==> src/rtl/dot_feeder_pkg.sv <==
// Shared types and helpers for the dot-product chunk feeder.
// Holds the feeder state enum, chunk-count ceiling and lane slice helpers.
package dot_feeder_pkg;

    typedef enum logic [2:0] {
        IDLE,
        READ,
        LOAD,
        PRESENT,
        DONE
    } state_t;

    // Number of U-lane chunks needed to cover N elements.
    function automatic int chunks_f(input int n, input int u);
        return (n + u - 1) / u;
    endfunction

    // LSB of lane k; lane 0 sits at the MSB end of the word.
    function automatic int lane_lsb_f(input int k, input int w, input int u);
        return w * (u - k - 1);
    endfunction

endpackage

==> src/rtl/lane_mask_gen.sv <==
// Lane-enable mask for the tail chunk of a row/vector stream.
// Ports: c (chunk index), last (c is the final chunk), mask (1 = lane kept).
module lane_mask_gen
    import dot_feeder_pkg::*;
#(
    parameter int N  = 16,
    parameter int U  = 8,
    parameter int CW = 1
) (
    input  logic [CW-1:0] c,
    input  logic          last,
    output logic [U-1:0]  mask
);

    always_comb begin
        mask = '1;
        for (int k = 0; k < U; k++) begin
            if (last && (int'(c) * U + k >= N)) begin
                mask[k] = 1'b0;
            end
        end
    end

endmodule

==> src/rtl/dot_chunk_feeder.sv <==
// Streams one matrix row plus the shared vector, chunk by chunk, to the
// eight-lane dot-product controller; optional tail zero-pad under
// FEEDER_ZERO_PAD_EN.
// Ports: clk, reset (async, active-high), start/row_index (request),
// row_mem_* / vec_mem_* (memory read side, 1-cycle latency),
// first_row_plus_additional / vector2 / outsider_read_now / chunk_ready
// (consumer handshake), busy, done.
module dot_chunk_feeder
    import dot_feeder_pkg::*;
#(
    parameter int number_of_equations_per_cluster = 16,
    parameter int element_width                   = 32,
    parameter int no_of_units                     = 8,
    parameter int number_of_rows                  = 16,
    localparam int N      = number_of_equations_per_cluster,
    localparam int W      = element_width,
    localparam int U      = no_of_units,
    localparam int R      = number_of_rows,
    localparam int CHUNKS = chunks_f(N, U),
    localparam int DW     = W * U,
    localparam int RW     = $clog2(R),
    localparam int AW     = $clog2(R * CHUNKS),
    localparam int CW     = (CHUNKS > 1) ? $clog2(CHUNKS) : 1
) (
    input  logic          clk,
    input  logic          reset,
    input  logic          start,
    input  logic [RW-1:0] row_index,
    output logic          row_mem_rd_en,
    output logic [AW-1:0] row_mem_addr,
    input  logic [DW-1:0] row_mem_data,
    output logic [CW-1:0] vec_mem_addr,
    input  logic [DW-1:0] vec_mem_data,
    output logic [DW-1:0] first_row_plus_additional,
    output logic [DW-1:0] vector2,
    output logic          outsider_read_now,
    input  logic          chunk_ready,
    output logic          busy,
    output logic          done
);

    state_t        state;
    state_t        state_nx;
    logic [RW-1:0] row_q;
    logic [CW-1:0] c_q;
    logic          last;
    logic [DW-1:0] keep;

    assign last         = (c_q == CW'(CHUNKS - 1));
    assign row_mem_addr = AW'(row_q) * AW'(CHUNKS) + AW'(c_q);
    assign vec_mem_addr = c_q;

`ifdef FEEDER_ZERO_PAD_EN
    logic [U-1:0] mask;

    lane_mask_gen #(
        .N  (N),
        .U  (U),
        .CW (CW)
    ) u_mask (
        .c    (c_q),
        .last (last),
        .mask (mask)
    );

    always_comb begin
        keep = '0;
        for (int k = 0; k < U; k++) begin
            keep[lane_lsb_f(k, W, U) +: W] = {W{mask[k]}};
        end
    end
`else
    assign keep = '1;
`endif

    always_ff @(posedge clk or posedge reset) begin
        if (reset) begin
            state                     <= IDLE;
            row_q                     <= '0;
            c_q                       <= '0;
            first_row_plus_additional <= '0;
            vector2                   <= '0;
        end else begin
            state <= state_nx;
            if (state == IDLE && start) begin
                row_q <= row_index;
                c_q   <= '0;
            end
            if (state == PRESENT && chunk_ready && !last) begin
                c_q <= c_q + CW'(1);
            end
            if (state == LOAD) begin
                first_row_plus_additional <= row_mem_data & keep;
                vector2                   <= vec_mem_data & keep;
            end
        end
    end

    always_comb begin
        state_nx          = state;
        row_mem_rd_en     = 1'b0;
        outsider_read_now = 1'b0;
        busy              = 1'b0;
        done              = 1'b0;
        unique case (state)
            IDLE: begin
                if (start) state_nx = READ;
            end
            READ: begin
                row_mem_rd_en = 1'b1;
                busy          = 1'b1;
                state_nx      = LOAD;
            end
            LOAD: begin
                busy     = 1'b1;
                state_nx = PRESENT;
            end
            PRESENT: begin
                busy              = 1'b1;
                outsider_read_now = 1'b1;
                if (chunk_ready) state_nx = last ? DONE : READ;
            end
            DONE: begin
                done     = 1'b1;
                state_nx = IDLE;
            end
            default: state_nx = IDLE;
        endcase
    end

endmodule

==> config.mk <==
export PLATFORM = sky130hd
export DESIGN_NAME = dot_chunk_feeder
export DESIGN_NICKNAME = d
export VERILOG_FILES = /design/src/rtl/dot_feeder_pkg.sv /design/src/rtl/lane_mask_gen.sv /design/src/rtl/dot_chunk_feeder.sv
export SDC_FILE = /design/constraint.sdc
export NUM_CORES = 1
export LEC_CHECK = 0
export ABC_CLOCK_PERIOD_IN_PS = 27700
export BUFFER_PORTS_ARGS = -buffer_cell sky130_fd_sc_hd__buf_2
export CAP_MARGIN = 20
export CORE_AREA = 2 2 402 404
export DETAILED_ROUTE_END_ITERATION = 7
export DIE_AREA = 0 0 404 406
export HOLD_SLACK_MARGIN = 0.06
export PLACE_DENSITY = 0.36
export SLEW_MARGIN = 30
export SYNTH_ARGS = -nofsm -noshare
export SYNTH_HDL_FRONTEND = slang
export SYNTH_HIERARCHICAL = 1
export SYNTH_SLANG_ARGS = --single-unit
==> constraint.sdc <==
create_clock -name clk -period 27.7 [get_ports clk]
set_clock_uncertainty 0.1 [all_clocks]
set_input_delay 5.54 -clock clk [delete_from_list [all_inputs] [get_ports clk]]
set_output_delay 5.54 -clock clk [all_outputs]
set_load 0.005 [all_outputs]
Yosys cells after proc, flatten, opt, wreduce, memory -nomap -nowiden
Cells that the tools add are included.
- $add $sub $neg: 2
- muxes and demuxes: 10
- reduce and logical (&&, ||, !) cells: 8
- equality and inequality tests: 6
- operators by type and width (operator ; number):
    $pmux 3 s4 ; 1
    $mux 3 ; 3
    $eq 3x2->1 const B ; 2
    $mux 1 ; 6
    $add 5x1->5 ; 1
    $ne 2x2->1 const B ; 2
    $eq 3x1->1 const B ; 1
    $eq 3x3->1 const B ; 1
    $logic_and 1x1->1 ; 3
    $logic_not 3->1 ; 1
    $reduce_or 3->1 ; 1
    $reduce_and 2->1 ; 1
    $reduce_bool 2->1 ; 1
    $add 1x1->1 const B ; 1
    $logic_not 1->1 ; 1
- word-level logic and storage cells: 31
- bits of input ports: 520
- register bits after elaboration: 520

Depth between registers and ports, before layout
- depth after elaboration: 4
- gate-level depth with buffers: 6

Least setup slack after synthesis
OpenSTA, ideal clock, no wires.
- kind: input to register
- start point: input start
- end point: register row_q[0]
- arrival time: 6.284 ns
- path slack: 21.191 ns
- cell stages on the path: 2
- cell sequence: nor4b_2 mux2_2
- word-level cells in the longest chain between the ends: 1
- ends and longest elaborated chain (what ; line ; text):
    from (decl) ; dot_chunk_feeder.sv:27 ; input logic start,
    $logic_and 1x1->1 ; dot_chunk_feeder.sv:85 ; if (state == IDLE && start) begin
    to (signal assigned) ; dot_chunk_feeder.sv:86 ; row_q <= row_index;
    to (decl) ; dot_chunk_feeder.sv:44 ; logic [RW-1:0] row_q;
Every way passes these cells.
A chain may end at the register's enable or synchronous reset.

==> results_dict.tcl <==
set metrics [dict create \
    vias 13860 \
    post_cts_buffers 0 \
    grt_max_degree 147 \
    run_status "finished clean" \
    slew_headroom_pct 22.51 \
    ant_nets 0 \
    maxCapViolations 0 \
    cp_slowest_stage_delay_ns 0.72 \
    worstPathArrival_ns 8.95 \
    syn_nets 1635 \
    synth_cell_type_count 18 \
    place.gp.congestion 0.8017 \
    die_x_um 404 \
    seqPwrFrac_pct 37.8 \
    grt-ovfl-total 0 \
    fp.dieH_um 406 \
    postCtsHoldBufs 0 \
    cp_max_fo 88 \
    drive_gt1_share_pct 57.11 \
    clk_pin_slew_ns 0.06 \
    syn_inst 1115 \
    htreeDepth 3 \
    critPathKind "in -> async" \
    num_rows 147 \
    dp_hpwl_um 67790 \
    whs_ns 0.3750 \
    drt_iter0_drc 523 \
    area_growth_syn_to_layout_pct 50.38 \
    leakage_nw 13.64 \
    ys_seq_area_share_pct 66.48 \
    grt_pass1_wl_um 114500 \
    grt_pass1_vias 14560 \
    p_clk_share_pct 26.5 \
    r2r_cells 6 \
    cts_tree "done" \
    netlist_area_mm2 0.01957 \
    worstMarginPinSlew_ns 1.162 \
    min_period_ns 8.371 \
    port_buffers 1041 \
    dp_cells 4197 \
    place_worst_setup_slack_ns 18.16 \
    yosysWarnings 6 \
    crit_top_cell "buf_4" \
    avgRoutedWirePerCell_um 19.70 \
    rsz0062_at_grt "false" \
    p_sw_share_pct 33.72 \
    dieArea_mm2 0.1640 \
    power_density_mw_per_mm2 123.5 \
    peakVddDrop_mv 0.07124 \
    start_kind "primary input" \
    start_util_pct 12.26 \
    tns_ns 0 \
    hp-class "reg -> reg" \
    drc_errors 0 \
    cts_root_buf "clkbuf_16" \
    final_cells 4336 \
    setup_violations 0 \
    crit_slowest_cell "buf_4" \
    worstPathCellList "buf_2, inv_8, buf_4, buf_4, buf_6, buf_4" \
    insertion_delay_ns 0.64 \
    worst_ep_required_time_ns 28.28 \
    setup_ws_ns 19.33 \
    firstDrtPassIters 4 \
    grt.total_usage_pct 9.960 \
    grt_antenna_before_repair 50 \
    p_switching_mw 1.226 \
    cts.sinks 520 \
    hold_viol_final 0 \
    cts-buffers-inserted 70 \
    clock.fmax_mhz 119.5 \
    ys_seq_elements 520 \
    cts-resized-gates 0 \
    holdPathStages 1 \
    cts_buffer_depth 3 \
    ios 1042 \
    nNetsFinal 2704 \
    post-route-period-util_pct 30.22 \
    p_int_mw 2.409 \
    avgSynthCellArea_um2 17.55 \
    core_mm2 0.1596 \
    utilization_pct 18.44 \
    slew_viol_final 0 \
    routed_wl_um 85420 \
    via_per_inst 3.196 \
    end_kind "async pin" \
    comb_power_share_pct 35.7 \
]
==> placed cells by master, fill, tap and decap left out <==
master	count
diode_2	14
clkinv_8	1
inv_6	2
buf_16	1
clkinv_4	1
buf_2	1041
clkinv_16	1
nand2b_1	1
nor4b_2	1
clkbuf_16	73
clkbuf_8	21
nor3_1	2
dfrtp_1	520
clkinv_2	5
nor2b_1	1
nor3b_2	1
nand3b_1	1
mux2_2	106
bufinv_16	5
clkbuf_1	12
nor2_1	4
inv_16	2
inv_8	1
and3_1	2
buf_12	2
buf_6	3
buf_4	9
clkinvlp_4	1
inv_1	3
o32ai_1	1
and2_1	1
mux2_1	410
a211oi_1	1
==> worst paths after layout <==
kind	startpoint	end	slack (ns)
max in group clk	state[2]	outsider_read_now	20.40
max	reset	vector2[83]	19.33
min reg2reg	vector2[130]	vector2[130]	0.38
max reg2reg	state[2]	vector2[58]	23.67
min	vector2[130]	vector2[130]	0.38
min in group asynchronous	reset	vector2[171]	4.89
==> cell type report <==
class	count	area [um^2]
clock inverters	18	295.3
multi-input cells	532	5918
diodes	14	35.03
flip-flops and latches	520	13010
repair buffers	1056	5379
well taps	2086	2610
inverters	4	22.52
fillers	17690	130200
clock buffers	106	2161
==> Yosys cell counts <==
cell	n	area, um^2
mux2_2	106	1194
o32ai_1	1	8.760
and2_1	1	6.260
inv_1	4	15.01
nor2b_1	1	6.260
nand2b_1	1	6.260
and3_1	2	12.51
nand3b_1	1	7.510
a211oi_1	1	7.510
buf_2	4	20.02
dfrtp_1	520	13010
nor4b_2	1	15.01
mux2_1	410	4617
buf_6	53	596.8
nor3_1	2	10.01
nor3b_1	1	7.510
nor2_1	4	15.01
buf_4	2	15.01
==> per-stage QoR <==
step | total power [mW] | area, um^2
floorplan | 2.041 | 19570
global placement | 2.722 | 26900
detailed placement | 2.729 | 26910
CTS | 3.732 | 29360
global route | 3.880 | 29410
finish | 3.635 | 29430
==> cells by family (layout without fill, tap and decap cells) <==
logic type | Yosys count | in the layout | synth area share, %
AND/OR/NAND/NOR | 14 | 14 | 0.4411
flip-flops | 520 | 520 | 66.48
AO/OA/AOI/OAI | 2 | 2 | 0.08313
multiplexers | 516 | 516 | 29.69
other | 0 | 14 | 0
buffers and inverters | 63 | 1184 | 3.305
==> critical path: cells and delay by family <==
family	cells	cell delay [ns]
buf+inv	6	3.15
==> layer usage <==
layer / GRT usage [%] / routed length (um) / vias to the layer above
li1: - / - / 6106
met1: 11.26 / 32780 / 6911
met2: 16.70 / 42110 / 621
met3: 3.938 / 7503 / 172
met4: 4.039 / 2733 / 48
met5: 0 / 301 / -
==> power by group through the flow <==
stage	registers (mW)	logic, mW	clock network, mW
floorplan	1.38	0.656	0
global placement	1.38	1.34	0
detailed placement	1.39	1.34	0
CTS	1.38	1.34	1.01
global route	1.43	1.41	1.04
finish	1.37	1.30	0.965
==> sequential cells by signal (all words and copies together) (netlist names) <==
name and count:
first_row_plus_additional 256, row_q 4, state 3, vec_mem_addr 1
vector2 256
(Power assumes the default switching activity.)
